<file path="src/rtl/fifo_wr_arbiter.sv">
// Round-robin, packet-locked arbiter sharing one FIFO write port among NUM_REQ producers.
// IDLE arbitrates (one cycle, no beat accepted); LOCKED streams the granted packet until its last beat.
module fifo_wr_arbiter #(
    parameter int DATA_WIDTH = 8,
    parameter int NUM_REQ    = 4,
    parameter int IDX_W      = 2,
    parameter int CNT_W      = 16
) (
    input  logic                          clk,
    input  logic                          reset,
    input  logic [NUM_REQ-1:0]            req_valid,
    input  logic [NUM_REQ-1:0]            req_last,
    input  logic [NUM_REQ*DATA_WIDTH-1:0] req_data,
    output logic [NUM_REQ-1:0]            req_ready,
    input  logic                          fifo_full,
    output logic                          fifo_write_en,
    output logic [DATA_WIDTH-1:0]         fifo_data_in,
    output logic [NUM_REQ-1:0]            grant,
    output logic                          busy,
    output logic [CNT_W-1:0]              pkt_count
);

    typedef enum logic {
        IDLE   = 1'b0,
        LOCKED = 1'b1
    } state_t;

    state_t               state_q, state_d;
    logic [NUM_REQ-1:0]   grant_q, grant_d;
    logic [IDX_W-1:0]     g_q, g_d;
    logic [IDX_W-1:0]     rr_ptr_q, rr_ptr_d;
    logic [CNT_W-1:0]     pkt_count_q, pkt_count_d;

    logic [NUM_REQ-1:0]   rot_valid;
    logic [IDX_W-1:0]     win_off;
    logic [IDX_W:0]       win_sum;
    logic [IDX_W-1:0]     win_idx;
    logic                 win_found;
    logic                 g_valid;
    logic                 g_last;
    logic                 xfer;
    logic [DATA_WIDTH-1:0] g_data;

    // Rotate requests so bit 0 is rr_ptr, find the lowest set bit, then rotate the index back.
    always_comb begin
        rot_valid = NUM_REQ'({req_valid, req_valid} >> rr_ptr_q);
        win_found = |rot_valid;
        win_off   = '0;
        for (int i = NUM_REQ - 1; i >= 0; i--) begin
            if (rot_valid[i]) begin
                win_off = IDX_W'(i);
            end
        end
        win_sum = {1'b0, rr_ptr_q} + {1'b0, win_off};
        if (win_sum >= (IDX_W + 1)'(NUM_REQ)) begin
            win_sum = win_sum - (IDX_W + 1)'(NUM_REQ);
        end
        win_idx = win_sum[IDX_W-1:0];
    end

    always_comb begin
        g_data = '0;
        for (int i = 0; i < NUM_REQ; i++) begin
            if (g_q == IDX_W'(i)) begin
                g_data = req_data[i*DATA_WIDTH +: DATA_WIDTH];
            end
        end
        g_valid = |(req_valid & grant_q);
        g_last  = |(req_last & grant_q);
    end

    always_ff @(posedge clk or posedge reset) begin
        if (reset) begin
            state_q     <= IDLE;
            grant_q     <= '0;
            g_q         <= '0;
            rr_ptr_q    <= '0;
            pkt_count_q <= '0;
        end else begin
            state_q     <= state_d;
            grant_q     <= grant_d;
            g_q         <= g_d;
            rr_ptr_q    <= rr_ptr_d;
            pkt_count_q <= pkt_count_d;
        end
    end

    always_comb begin
        state_d       = state_q;
        grant_d       = grant_q;
        g_d           = g_q;
        rr_ptr_d      = rr_ptr_q;
        pkt_count_d   = pkt_count_q;
        req_ready     = '0;
        fifo_write_en = 1'b0;
        fifo_data_in  = '0;
        xfer          = 1'b0;
        case (state_q)
            IDLE: begin
                if (win_found) begin
                    grant_d = NUM_REQ'(1) << win_idx;
                    g_d     = win_idx;
                    state_d = LOCKED;
                end
            end
            LOCKED: begin
                req_ready     = fifo_full ? '0 : grant_q;
                xfer          = g_valid && !fifo_full;
                fifo_write_en = xfer;
                if (xfer) begin
                    fifo_data_in = g_data;
                end
                if (xfer && g_last) begin
                    state_d     = IDLE;
                    grant_d     = '0;
                    rr_ptr_d    = (g_q == IDX_W'(NUM_REQ - 1)) ? '0 : g_q + IDX_W'(1);
                    pkt_count_d = pkt_count_q + CNT_W'(1);
                end
            end
            default: begin
                state_d = IDLE;
                grant_d = '0;
            end
        endcase
    end

    assign grant     = grant_q;
    assign busy      = (state_q == LOCKED);
    assign pkt_count = pkt_count_q;

endmodule

</file>
<file path="config.mk">
export PLATFORM = sky130hd
export DESIGN_NAME = fifo_wr_arbiter
export DESIGN_NICKNAME = d
export VERILOG_FILES = /design/src/rtl/fifo_wr_arbiter.sv
export SDC_FILE = /design/constraint.sdc
export NUM_CORES = 1
export LEC_CHECK = 0
export CAP_MARGIN = 40
export CELL_PAD_IN_SITES_DETAIL_PLACEMENT = 1
export CELL_PAD_IN_SITES_GLOBAL_PLACEMENT = 1
export CORE_MARGIN = 2
export CORE_UTILIZATION = 30
export DETAILED_ROUTE_END_ITERATION = 6
export PLACE_DENSITY = 0.89
export SYNTH_ARGS = -nofsm -noshare
export SYNTH_HDL_FRONTEND = slang
export SYNTH_SLANG_ARGS = --single-unit
</file>
<file path="constraint.sdc">
create_clock -name clk -period 2.7 [get_ports clk]
set_input_delay 0.27 -clock clk [delete_from_list [all_inputs] [get_ports clk]]
set_output_delay 0.27 -clock clk [all_outputs]
set_load 0.03 [all_outputs]
</file>
-- Word-level counts from Yosys, hierarchy flattened
Cells that the tools add are included.
- bits in registers: 25
- input port bits: 43
- output and inout port bits: 34
- add/sub/neg operators: 4
- $lt $le $gt $ge: 1
- equal/unequal tests: 5
- shift-type cells: 2
- multiplexer cells: 21
- bitwise operators: 3
- reduce and logical (&&, ||, !) cells: 10
- operators with widths (cell ; count):
    8-bit 2-to-1 mux ; 6
    16-bit by 1-bit adder with 16-bit output (second input constant) ; 1
    4-bit 2-to-1 mux ; 4
    2-bit 2-to-1 mux ; 6
    4-bit OR reduction ; 3
    4-bit bitwise AND ; 2
    4-bit case mux with 2 select lines ; 1
    8-bit by 2-bit right shift with 4-bit output ; 1
    2-bit AND reduction ; 3
    2-bit equality test (second input constant) ; 2
    1-bit by 2-bit left shift with 4-bit output (first input constant) ; 1
    2-bit by 2-bit adder with 3-bit output ; 1
    3-bit greater-or-equal comparator (second input constant) ; 1
    1-bit 2-to-1 mux ; 3
    2-bit by 1-bit adder with 2-bit output (second input constant) ; 1
    2-bit by 1-bit equality test with 1-bit output (second input constant) ; 1
    1-bit logical AND ; 2
    2-bit zero test ; 1
    2-bit by 1-bit inequality test with 1-bit output (second input constant) ; 1
    2-bit inequality test (second input constant) ; 1
    1-bit case mux with 2 select lines ; 1
    2-bit by 1-bit subtractor with 2-bit output (second input constant) ; 1
    1-bit zero test ; 1
    1-bit inverter ; 1

-- Logic depth before layout (Yosys ltp)
- word-level depth: 11
- gate-level depth with buffers: 9

-- Worst setup path after synthesis
No wires, ideal clock.
- path type: reg-to-output
- from: reg g_q[1]
- to: out fifo_data_in[0]
- arrival: 1795 ps
- path slack: 635 ps
- cell stages (with the launch flop): 10
- path through: dfrtp_1 inv_1 ha_1 clkbuf_1 nor2b_1 clkbuf_1 a221oi_1 nor3_1 a21oi_1 nor2_1
- longest elaborated chain between the ends: 7
- elaborated cells on any way between the ends: 10
- those cells by class: 3 x eq/ne; 6 x mux; 1 x reduce/logical
- ends and longest elaborated chain (what ; line ; source):
    start: declaration ; 30 ; logic [IDX_W-1:0] g_q, g_d;
    start signal: assignment ; 82 ; g_q <= g_d;
    2-bit zero test ; 64 ; if (g_q == IDX_W'(i)) begin
    8-bit 2-to-1 mux (3 in series) ; 64 ;
    8-bit 2-to-1 mux (*) ; 64 ;
    8-bit 2-to-1 mux (*) ; 110 ; if (xfer) begin
    8-bit 2-to-1 mux (*) ; 98 ; case (state_q)
    end: declaration ; 17 ; output logic [DATA_WIDTH-1:0] fifo_data_in,
Every way passes the cells marked *; elsewhere a longest branch is shown, timed or not.

-- Worst setup path in the final report
- from: in req_valid[0]
- to: out fifo_write_en
- longest elaborated chain between the ends: 4
- ends and longest elaborated chain (what ; line ; source):
    start: declaration ; 11 ; input logic [NUM_REQ-1:0] req_valid,
    4-bit bitwise AND ; 68 ; g_valid = |(req_valid & grant_q);
    4-bit OR reduction ; 68 ;
    1-bit logical AND ; 108 ; xfer = g_valid && !fifo_full;
    1-bit 2-to-1 mux ; 98 ;
    end: declaration ; 16 ; output logic fifo_write_en,
Every way passes these cells.

==> impl_metrics.csv <==
group,metric,value,unit
yosys,synthXorXnorAreaFrac,0.0899,
clock_tree,cts_setup_buffers,0,
clock_tree,path_clk_slew,0.09,ns
clock_tree,cts_root_buf,"clkbuf_8",
worst_setup_path,cp.required,2.43,ns
floorplan,die_area,6420,µm²
finish,register_area,626,µm²
floorplan,ioPinCount,77,
worst_setup_path,path_class,"in -> out",
clock_tree,htreeDepth,1,
sta,rsz0062_at_grt,"no",
worst_setup_path,cp_num_cells,6,
finish,multi_input_area,1010,µm²
sta,drv_slew,0,
detailed_routing,firstDrtPassIters,4,
global_route,grt_pass1_vias,1676,
detailed_routing,final_antenna_net_count,0,
worst_setup_path,path_cells,"clkdlybuf4s50_1 > a22o_4 > o21ai_2 > buf_4 > inv_1 > clkdlybuf4s50_1",
yosys,synth_compound_area_frac,0.166,
worst_setup_path,r2r-end,"g_q[1]",
worst_setup_path,crit_path_end,"fifo_write_en",
power,finalPower,1.86,mW
power,p_int,1.04,mW
finish,nets,313,
worst_setup_path,rrSetupSlack,0.59,ns
detailed_routing,vias,1627,
finish,most-common-layout-cells,"68 x clkdlybuf4s50_1, 25 x dfrtp_1, 20 x nor2_1",
power,power_density,713,nW/µm²
power,share_seq_of_total_power,0.299,
sta,tns,0,ns
detailed_routing,drcViolationCount,0,
placed_design,port_buffers,76,
sta,holdWs,0.303,ns
worst_setup_path,crit_fanout,9,
floorplan,die_h,80.1,µm
power,power_frac_comb,0.583,
clock_tree,insertion_delay,0.26,ns
yosys,synth_top_family_by_area,"simple AND/OR/NAND/NOR gates",
power,irDropWorstVdd,324,µV
finish,final_common_cell,"clkdlybuf4s50_1",
status,status,"finished clean",
finish,antennaDiodeCount,0,
yosys,ys_seq_area_frac,0.360,
placed_design,gp_congestion,0.780,
yosys,synth-edff-count,0,
yosys,yosysWarnings,0,
sta,relSlewSlack,0.607,
detailed_routing,viasPerCell,4.86,
yosys,synth_seq_cells,25,
yosys,synth-main-ff-cell,"dfrtp_1",
placed_design,dp_hpwl,3980,µm
sta,clock-skew-final,0.00495,ns
worst_setup_path,startpoint,"req_valid[0]",
clock_tree,clock-sinks,25,
global_route,grt-ovfl-total,0,
yosys,synthAdderAreaFrac,0.0432,
yosys,ys_types,45,
yosys,synth_nets,239,
clock_tree,clk_path_buf_depth,2,
worst_setup_path,cp-end-kind,"output port",
yosys,synth_mux_area_frac,0,
worst_setup_path,rr_worst_depth,6,
sta,worstMarginPinSlew,0.590,ns
detailed_routing,routed_wl,5070,µm
power,p_leak,1.12,nW
floorplan,fp.coreArea,5540,µm²
clock_tree,cts_tree,"built",
flow_run,maxCapViolCount,0,
yosys,syn_inst,190,
sta,finalCritPeriodShare,0.902,
worst_setup_path,cp_common_cell,"clkdlybuf4s50_1",
global_route,grt_pass1_wl,8280,µm
worst_setup_path,cp_slowest_stage_delay,0.58,ns
finish,n_fill_cell,671,
finish,area_delta_synth_final,50.1,%
worst_setup_path,reg2reg_from,"rr_ptr_q[0]",
global_route,grt_max_degree,18,
worst_setup_path,crit_path_top_delay_cell,"clkdlybuf4s50_1",
yosys,yosys.area_share.simple,0.274,
power,sw_frac_of_total,0.442,
yosys,synthArstFlopShare,1.00,
floorplan,die-width,80.1,µm
power,p_sw,822,µW
global_route,gr-usage-all-layers,0.159,
sta,setup_viol_count_final,0,
worst_setup_path,crit_buf_inv,4,
global_route,antenna_found_initial,0,
clock_tree,cts_buffers,3,
detailed_routing,drtIter0Drc,31,
finish,drive_above_1_share,0.0913,
yosys,synth_area,1740,µm²
yosys,syn_avg_cell_area,9.15,µm²
worst_setup_path,path_delay_family,"buffers and inverters",
min_path,hold_class,"in -> async",
sta,hold_viol,0,
floorplan,start_util,0.314,
sta,fmax,410,MHz
detailed_routing,wire_per_inst,15.1,µm
worst_setup_path,cp.arrival,2.17,ns
floorplan,rows,27,
sta,fin_crit,2.44,ns
power,clock_power_share,0.118,
worst_setup_path,crit_path_start_kind,"input port",
## worst register-to-register path: stages, from the launching register on
cell	delay, ns
dfrtp_1	0.51
or4_1	0.56
o2111ai_1	0.10
ha_1	0.19
xor2_1	0.08
xnor2_1	0.39
o21ai_0	0.15
## final cells by class
class,count,area share
inverters,8,0.0115
clock buffers,4,0.0173
well taps,72,0.0345
multi-input cells,145,0.386
repair buffers,81,0.311
flip-flops and latches,25,0.240
## cells in the mapped netlist (2+ instances only)
library cell,number,area (µm²)
o31ai_1,2,15.0
dfrtp_1,25,626
o21ai_0,4,20.0
nand2_1,16,60.1
and2_1,5,31.3
nand3_1,5,25.0
a221oi_1,7,61.3
ha_1,6,75.1
nand4_1,5,31.3
xor2_1,2,17.5
nor4_1,2,12.5
clkbuf_1,6,22.5
nor3_1,9,45.0
xnor2_1,14,123
a21oi_1,14,70.1
nor2_1,20,75.1
a22o_4,2,35.0
nor2b_1,8,50.1
a32o_1,2,20.0
buf_6,4,45.0
inv_1,8,30.0
## registers in the layout, indices dropped and copies added, names as in the netlist
| name | cells |
|---|---|
| grant | 4 |
| g_q | 2 |
| busy | 1 |
| rr_ptr_q | 2 |
| pkt_count | 16 |
## layer usage
metal	wire (µm)	track usage
met5	0	0
met4	27	0.0153
met3	186	0.0225
met2	2660	0.289
met1	2200	0.205
## timing repair
action	4_1_cts	5_1_grt
cloned	0	0
pin swaps	0	0
hold buffers	0	0
gates resized for setup	8	3
endpoints found under the setup margin	8	1
## worst min-delay path by stage
stage | startpoint | end | slack [ns] | cells after the start
after floorplan | reset | busy | 0.30 | 1
after global placement | pkt_count[15] | pkt_count[15] | 0.46 | 1
after detailed placement | pkt_count[15] | pkt_count[15] | 0.47 | 1
after CTS | reset | pkt_count[2] | 0.31 | 2
after global routing | reset | pkt_count[2] | 0.33 | 2
final | reset | pkt_count[3] | 0.30 | 2
## power by group through the flow
| stage | Combinational (mW) | Clock, mW | Sequential, mW |
|---|---|---|---|
| 3_5_place_dp | 1.09 | 0 | 0.564 |
| 3_3_place_gp | 1.05 | 0 | 0.561 |
| 6_report | 1.08 | 0.220 | 0.557 |
| 2_1_floorplan | 0.680 | 0 | 0.601 |
| 4_1_cts | 1.08 | 0.225 | 0.558 |
| 5_1_grt | 1.20 | 0.244 | 0.575 |
## kinds of logic (layout without fill, tap and decap cells)
logic type,Yosys count,count (layout)
simple gates,85,85
compound gates,37,37
flops,25,25
buf+inv,20,93
xor+xnor,17,17
fa+ha+maj,6,6
## stage by stage
step	cells	worst slack [ns]	util	instance area, µm²
after global placement	330	0.180	0.457	2530
after global routing	335	0.0583	0.471	2610
after CTS	335	0.00186	0.469	2600
after detailed placement	331	0.0753	0.462	2560
after floorplan	190	0.635	-	1740
final	335	0.264	0.471	2610
(Power assumes the default switching activity.)
